## config.mk

```make
export PLATFORM = sky130hd
export DESIGN_NAME = control_unit
export DESIGN_NICKNAME = d
export VERILOG_FILES = /design/src/rtl/cpu_pkg.sv /design/src/rtl/dec3to8.sv /design/src/rtl/control_unit.sv
export SDC_FILE = /design/constraint.sdc
export NUM_CORES = 1
export LEC_CHECK = 0
export ABC_AREA = 1
export BUFFER_PORTS_ARGS = -buffer_cell sky130_fd_sc_hd__buf_2
export CAP_MARGIN = 20
export CORE_MARGIN = 3
export CORE_UTILIZATION = 46
export CTS_CLUSTER_SIZE = 30
export DETAILED_ROUTE_END_ITERATION = 8
export GPL_TIMING_DRIVEN = 0
export PLACE_DENSITY_LB_ADDON = 0.2
export SYNTH_ARGS = -nofsm -noshare
export SYNTH_HDL_FRONTEND = slang
export SYNTH_SLANG_ARGS = --single-unit
```

## constraint.sdc

```tcl
create_clock -name clk -period 2.9 [get_ports clk]
set_clock_uncertainty 0.1 [all_clocks]
set_input_delay 0.435 -clock clk [delete_from_list [all_inputs] [get_ports clk]]
set_output_delay 0.435 -clock clk [all_outputs]
set_load 0.03 [all_outputs]
```

## src/rtl/cpu_pkg.sv

```systemverilog
// Shared constants for the simple CPU: datapath width, ALU ops, opcodes and control states.
// The HALT state exists only when CU_HALT_EN is defined.
package cpu_pkg;

  localparam int WORD = 16;
  localparam int IR_W = 9;

  localparam logic [1:0] ALU_NOP = 2'b00;
  localparam logic [1:0] ALU_ADD = 2'b01;
  localparam logic [1:0] ALU_SUB = 2'b10;

  localparam logic [2:0] OP_MV   = 3'b000;
  localparam logic [2:0] OP_MVI  = 3'b001;
  localparam logic [2:0] OP_ADD  = 3'b010;
  localparam logic [2:0] OP_SUB  = 3'b011;
  localparam logic [2:0] OP_HALT = 3'b111;

`ifdef CU_HALT_EN
  typedef enum logic [2:0] {S_T0, S_T1, S_T2, S_T3, S_HALT} state_t;
`else
  typedef enum logic [2:0] {S_T0, S_T1, S_T2, S_T3} state_t;
`endif

  function automatic logic [1:0] alu_sel(input logic [2:0] op);
    return (op == OP_SUB) ? ALU_SUB : ALU_ADD;
  endfunction

endpackage

```

## src/rtl/dec3to8.sv

```systemverilog
// 3-bit index to one-hot 8-bit decoder with enable; all zeros when disabled.
module dec3to8 (
  input  logic [2:0] sel,
  input  logic       en,
  output logic [7:0] onehot
);

  always_comb begin
    onehot = '0;
    if (en) onehot[sel] = 1'b1;
  end

endmodule

```

## src/rtl/control_unit.sv

```systemverilog
// Multi-cycle control unit sequencing mv/mvi/add/sub through states T0..T3.
// Define CU_HALT_EN to make opcode 111 enter a HALT state held until reset.
import cpu_pkg::*;

module control_unit #(
  parameter int WORD = cpu_pkg::WORD
) (
  input  logic            clk,
  input  logic            rst,
  input  logic            run,
  input  logic [WORD-1:0] din,
  output logic            ir_in,
  output logic [7:0]      r_in,
  output logic [7:0]      r_out,
  output logic            a_in,
  output logic            g_in,
  output logic            g_out,
  output logic            din_out,
  output logic [1:0]      alu_op,
  output logic            done,
  output logic            halted
);

  state_t           state;
  state_t           next;
  logic [IR_W-1:0]  ir;
  logic [2:0]       opcode;
  logic [2:0]       rx;
  logic [2:0]       ry;

  logic [2:0]       in_sel;
  logic             in_en;
  logic [2:0]       out_sel;
  logic             out_en;
  logic             halt_flag;
  logic             din_unused;

  assign opcode = ir[8:6];
  assign rx     = ir[5:3];
  assign ry     = ir[2:0];

  // Only the top nine bits of din form the instruction; the rest is immediate data.
  assign din_unused = ^din[WORD-IR_W-1:0];

  always_ff @(posedge clk) begin
    if (rst) begin
      state <= S_T0;
      ir    <= '0;
    end else begin
      state <= next;
      if (state == S_T0 && run) ir <= din[WORD-1 -: IR_W];
    end
  end

  always_comb begin
    next      = state;
    ir_in     = 1'b0;
    in_sel    = 3'd0;
    in_en     = 1'b0;
    out_sel   = 3'd0;
    out_en    = 1'b0;
    a_in      = 1'b0;
    g_in      = 1'b0;
    g_out     = 1'b0;
    din_out   = 1'b0;
    alu_op    = ALU_NOP;
    done      = 1'b0;
    halt_flag = 1'b0;

    case (state)
      S_T0: begin
        ir_in = run;
        next  = run ? S_T1 : S_T0;
      end
      S_T1: begin
        next = S_T0;
        case (opcode)
          OP_MV: begin
            out_en  = 1'b1;
            out_sel = ry;
            in_en   = 1'b1;
            in_sel  = rx;
            done    = 1'b1;
          end
          OP_MVI: begin
            din_out = 1'b1;
            in_en   = 1'b1;
            in_sel  = rx;
            done    = 1'b1;
          end
          OP_ADD, OP_SUB: begin
            out_en  = 1'b1;
            out_sel = rx;
            a_in    = 1'b1;
            next    = S_T2;
          end
`ifdef CU_HALT_EN
          OP_HALT: next = S_HALT;
`endif
          default: done = 1'b1;
        endcase
      end
      S_T2: begin
        out_en  = 1'b1;
        out_sel = ry;
        g_in    = 1'b1;
        alu_op  = alu_sel(opcode);
        next    = S_T3;
      end
      S_T3: begin
        g_out  = 1'b1;
        in_en  = 1'b1;
        in_sel = rx;
        done   = 1'b1;
        next   = S_T0;
      end
`ifdef CU_HALT_EN
      S_HALT: begin
        halt_flag = 1'b1;
        next      = S_HALT;
      end
`endif
      default: next = S_T0;
    endcase

    // Reset silences every strobe in the same cycle, whatever state is still held.
    if (rst) begin
      ir_in     = 1'b0;
      in_en     = 1'b0;
      out_en    = 1'b0;
      a_in      = 1'b0;
      g_in      = 1'b0;
      g_out     = 1'b0;
      din_out   = 1'b0;
      alu_op    = ALU_NOP;
      done      = 1'b0;
      halt_flag = 1'b0;
    end
  end

  assign halted = halt_flag;

  dec3to8 u_dec_in (
    .sel    (in_sel),
    .en     (in_en),
    .onehot (r_in)
  );

  dec3to8 u_dec_out (
    .sel    (out_sel),
    .en     (out_en),
    .onehot (r_out)
  );

endmodule

```

# == Yosys cells after proc, flatten, opt, wreduce, memory -nomap -nowiden ==
# Cells that the tools add are included.
# word_totals
ff_bits,12
in_bits,19
word_cells,57
output_inout_bits,25
# classes
n_eq_ne,6
n_mux,37
reduce_logical,8
order_cmp,4
# op_table
cell,n
$mux W1,21
$pmux W3 S2,3
$mux W8,2
$eq A3 B2 Y1 const B,4
$lt A3 B4 Y1 const B,2
$mux W2,4
$demux W1 S3,2
$eq A3 B1 Y1 const B,2
$ge A3 B1 Y1 const B,2
$logic_not A3 Y1,2
$pmux W1 S2,3
$pmux W2 S3,1
$reduce_or A2 Y1,2
$logic_and A1 B1 Y1,3
$mux W3,1
$reduce_or A3 Y1,1

# == Logic depth before layout (Yosys ltp) ==
# logic_depth
depth_word,9
ltp_mapped,9
ltp_nobuf,9

# == By module ==
# Synthesis repeated with hierarchy kept, for this count alone.
# hier_totals
hier_cells,136
hier_area_um2,804.5
# by_module_without_submodules
mod,area_per_inst_um2,seq_area_each_um2,n_inst,cells_each
control_unit,676.9,220.2,1,102
dec3to8,63.8,0.0,2,17

# == Worst setup path after synthesis ==
# Ideal clock, no wire load.
# synth_path
path_kind,register -> output
startpoint,register state[0]
endpoint,output port alu_op[0]
t_required_ps,2365
setup_slack_ps,519
path_stages_with_launch,6
arrival_ps,1846
path_buffers,0
cell_sequence,dfxtp_1 > inv_1 > ha_1 > inv_1 > nor2_1 > a21boi_0
# synth_via
elab_chain_cells,3
# synth_rtl
item,line_no,source
from (decl),control_unit.sv:24,state_t state;
from (signal assigned),control_unit.sv:50,state <= next;
$eq A3 B2 Y1,control_unit.sv:70,case (state)
$mux W2,control_unit.sv:70,
$mux W2,control_unit.sv:127,if (rst) begin
to (decl),control_unit.sv:19,"output logic [1:0] alu_op,"
# No other way between the ends.

# == Worst setup path after layout ==
# layout_path
startpoint,register state[1]
endpoint,output port r_out[5]
# layout_via
elab_chain_cells,7
word_cells_on_any_way,11
classes_between,order compare: 2; eq/ne: 2; mux: 6; reduce/logical: 1
# layout_rtl
item,line_no,source
$eq A3 B2 Y1 / $eq A3 B1 Y1 (equally long branches),control_unit.sv:70,
$pmux W3 S2,control_unit.sv:70,
$lt A3 B4 Y1 (implied by the code) / $ge A3 B1 Y1 (equally long branches),dec3to8.sv:10,if (en) onehot[sel] = 1'b1;
$logic_and A1 B1 Y1 (implied by the code),dec3to8.sv:10,
$mux W1 (implied by the code),dec3to8.sv:10,
$demux W1 S3,n/a,
$mux W8 *,dec3to8.sv:10,
to (decl),control_unit.sv:14,"output logic [7:0] r_out,"
# Mark *: on every way between the ends. The rest lies on a longest branch, timed or not.

==> key figures <==
Placement
  • Detailed placement HPWL: 1.565 mm
  • PortBufs: 35
  • Gpl congestion: 0.8817

Critical path
  • Startpoint types: flop
  • Worst R2R Start: state[0]
  • R2R depth: 6
  • CP Data Required Time: 2.37 ns
  • Reg2reg end: ir[7]
  • Crit-path max FO: 5
  • Worst setup EP type: output pin
  • WP data arrival: 1.82 ns
  • CP Class: reg -> out
  • Reg-to-reg slack, setup: 1.10 ns

GRT
  • Global-route wire length before repair: 3.022 mm
  • GRT Util Overall: 0.1906
  • Antenna violations before repair: 0
  • Largest net degree at the start of global routing: 11
  • Global route overflow: 0
  • Number of global-route vias before repair: 723

Drt
  • DRT iter0 DRCs: 32
  • Wire per inst: 11.13 um
  • Post-route ant nets: 0
  • Vias: 916
  • Via-per-instance ratio: 5.089
  • Post-Route WL: 2.004 mm
  • Drc violations: 0
  • First-pass DRT Iterations: 4

Clock network
  • Worst skew pair latency: 0.27 ns
  • Clock buffer count from CTS: 3
  • Post-CTS sizing: 0
  • CTS Buffer Depth: 2
  • CTS tree: yes
  • CTS Root Cell: clkbuf_4
  • CTS H-tree depth: 1
  • Post-CTS Setup Bufs: 0
  • # clock sinks: 11
  • Worst-path clk slew: 0.08 ns
  • Hold_buf cts: 0

Yosys
  • Mapped Area: 792.0 um^2
  • Yosys Warn Count: 0
  • Post-synth EDFFs: 0
  • Ys flop type: dfxtp_1
  • Mean Syn Cell Area: 6.336 um^2
  • Synth Net Count: 148
  • Distinct cells, synth: 23
  • Ys async rst share: 0
  • Post-Syn Instances: 125
  • Yosys reg bits: 11
  • Register area share after synthesis: 0.2780

Worst hold path
  • Worst min path class: in -> reg
  • Min-Delay Endpoint: ir[2]
  • Hold Crit Start: din[9]
  • WHS Path Cells: 3

Die
  • Ports: 44
  • Die Y-Extent: 47.50 um
  • Die Wd: 47.50 um
  • Core ar.: 1559 um^2
  • Initial Util: 0.5080
  • Die area: 2256 um^2
  • Row cnt: 14

Layout
  • Share of cells above drive strength 1: 0.3354
  • Antenna cells: 0
  • Area Growth Syn to Fin: 27.96%
  • NumNets Final: 188
  • Post-layout util: 0.6501

Run
  • Max-Cap Viols: 0

Pwr
  • Part of the power in combinational logic: 0.247
  • Seq pwr share: 0.465
  • Static Leak: 0.5101 nW
  • Switching Share: 0.3446
  • Power per cell area: 371.3 nW/um^2
  • Clock share of power: 0.288
  • Switching power: 0.1297 mW
  • P_int: 0.2467 mW
  • VDD IR max: 0.2500 mV

Timing
  • Setup_tns: 0 ns
  • Finish-stage setup viols: 0
  • Part of the cycle the worst path needs: 0.8135
  • Fin. max-slew vios: 0
  • RSZ-0062 raised after global routing: no
  • Min Tclk post-route: 2.359 ns
  • Fmax: 0.4239 GHz
  • Final-report hold violation count: 0

Run status
  • Outcome: finished clean
-- registers in the layout, indices dropped and copies added, names as in the netlist --
signal,flops
ir,9
state,2
-- final cells by class --
cell class	count	area, um^2
Tap cell	16	20.02
Timing Repair Buffer	35	175.2
Multi-Input combinational cell	95	495.5
Sequential cell	11	220.2
Fill cell	150	545.5
Inverter	16	61.31
Clock buffer	4	26.28
Buffer	3	15.01
-- worst max-delay path by stage --
stage	from	to	depth (start not counted)
2_1_floorplan	state[0]	alu_op[0]	5
5_1_grt	state[1]	r_out[1]	8
3_5_place_dp	state[1]	r_out[4]	8
6_report	state[1]	r_out[5]	8
4_1_cts	state[1]	r_out[4]	8
3_3_place_gp	state[1]	r_out[5]	8
-- kinds of logic (layout without fill, tap and decap cells) --
logic type,Yosys count,after routing,synth area share
and+or+nand+nor,67,67,0.4076
AOI/OAI and AO/OA,23,23,0.1501
buffers and inverters,19,58,0.09635
DFF,11,11,0.2780
adders and majority gates,4,4,0.06319
other,1,1,0.004735
-- cells in the final DEF, fill, tap and decap left out, types with 4 or more instances in the layout --
master	count
buf_2	35
nor2_1	28
nand2_1	21
inv_1	14
dfxtp_1	11
a21oi_1	10
o21ai_0	10
nand2_2	5
nor2_4	4
ha_1	4
-- per-layer routing --
metal  GRT usage  share of wire  wire length, um  vias up
li1            -              -                -      474
met1      0.2523           0.47              932      398
met2      0.2995           0.45              897       40
met3     0.03383          0.071              142        4
met4     0.08840          0.015               31        0
met5           0              0                0        -
-- through the flow --
step,power [mW],setup slack (ns),std cells,hold WS [ns],instance area (um^2)
floorplan,0.2438,0.5188,125,0.3544,792.0
global placement,0.2673,0.8815,176,0.3832,987.2
detailed placement,0.2709,0.8399,176,0.3878,987.2
CTS,0.3771,0.5406,180,0.3251,1013
global route,0.4004,0.3814,180,0.3680,1013
finish,0.3763,0.5408,180,0.3191,1013
-- worst max-delay path, cell delays in order (launching register included) --
cell and delay [ns]:
dfxtp_1 0.38, inv_1 0.10, ha_1 0.26, nand4_1 0.15
nand2_1 0.11, nor2_4 0.16, nand3_2 0.10, nor2_1 0.10
buf_2 0.19
-- cells in the mapped netlist (2+ instances only) --
master / count / area (um^2)
ha_1: 4 / 50.05
a21oi_1: 10 / 50.05
dfxtp_1: 11 / 220.2
nand3_2: 2 / 20.02
nand2_1: 21 / 78.83
nor2_4: 4 / 45.04
nor2_2: 3 / 18.77
inv_1: 14 / 52.55
nand2_2: 5 / 31.28
nor4_1: 2 / 12.51
o21ai_0: 10 / 50.05
nor2_1: 28 / 105.1
-- power groups by stage --
stage / combinational, mW / sequential [mW] / clock [mW]
after floorplan: 0.0683 / 0.176 / 0
after global placement: 0.0895 / 0.178 / 0
after detailed placement: 0.0925 / 0.178 / 0
after CTS: 0.0932 / 0.175 / 0.109
after global routing: 0.105 / 0.177 / 0.118
final: 0.0929 / 0.175 / 0.108
No activity file was read; power rests on OpenSTA's default activity.
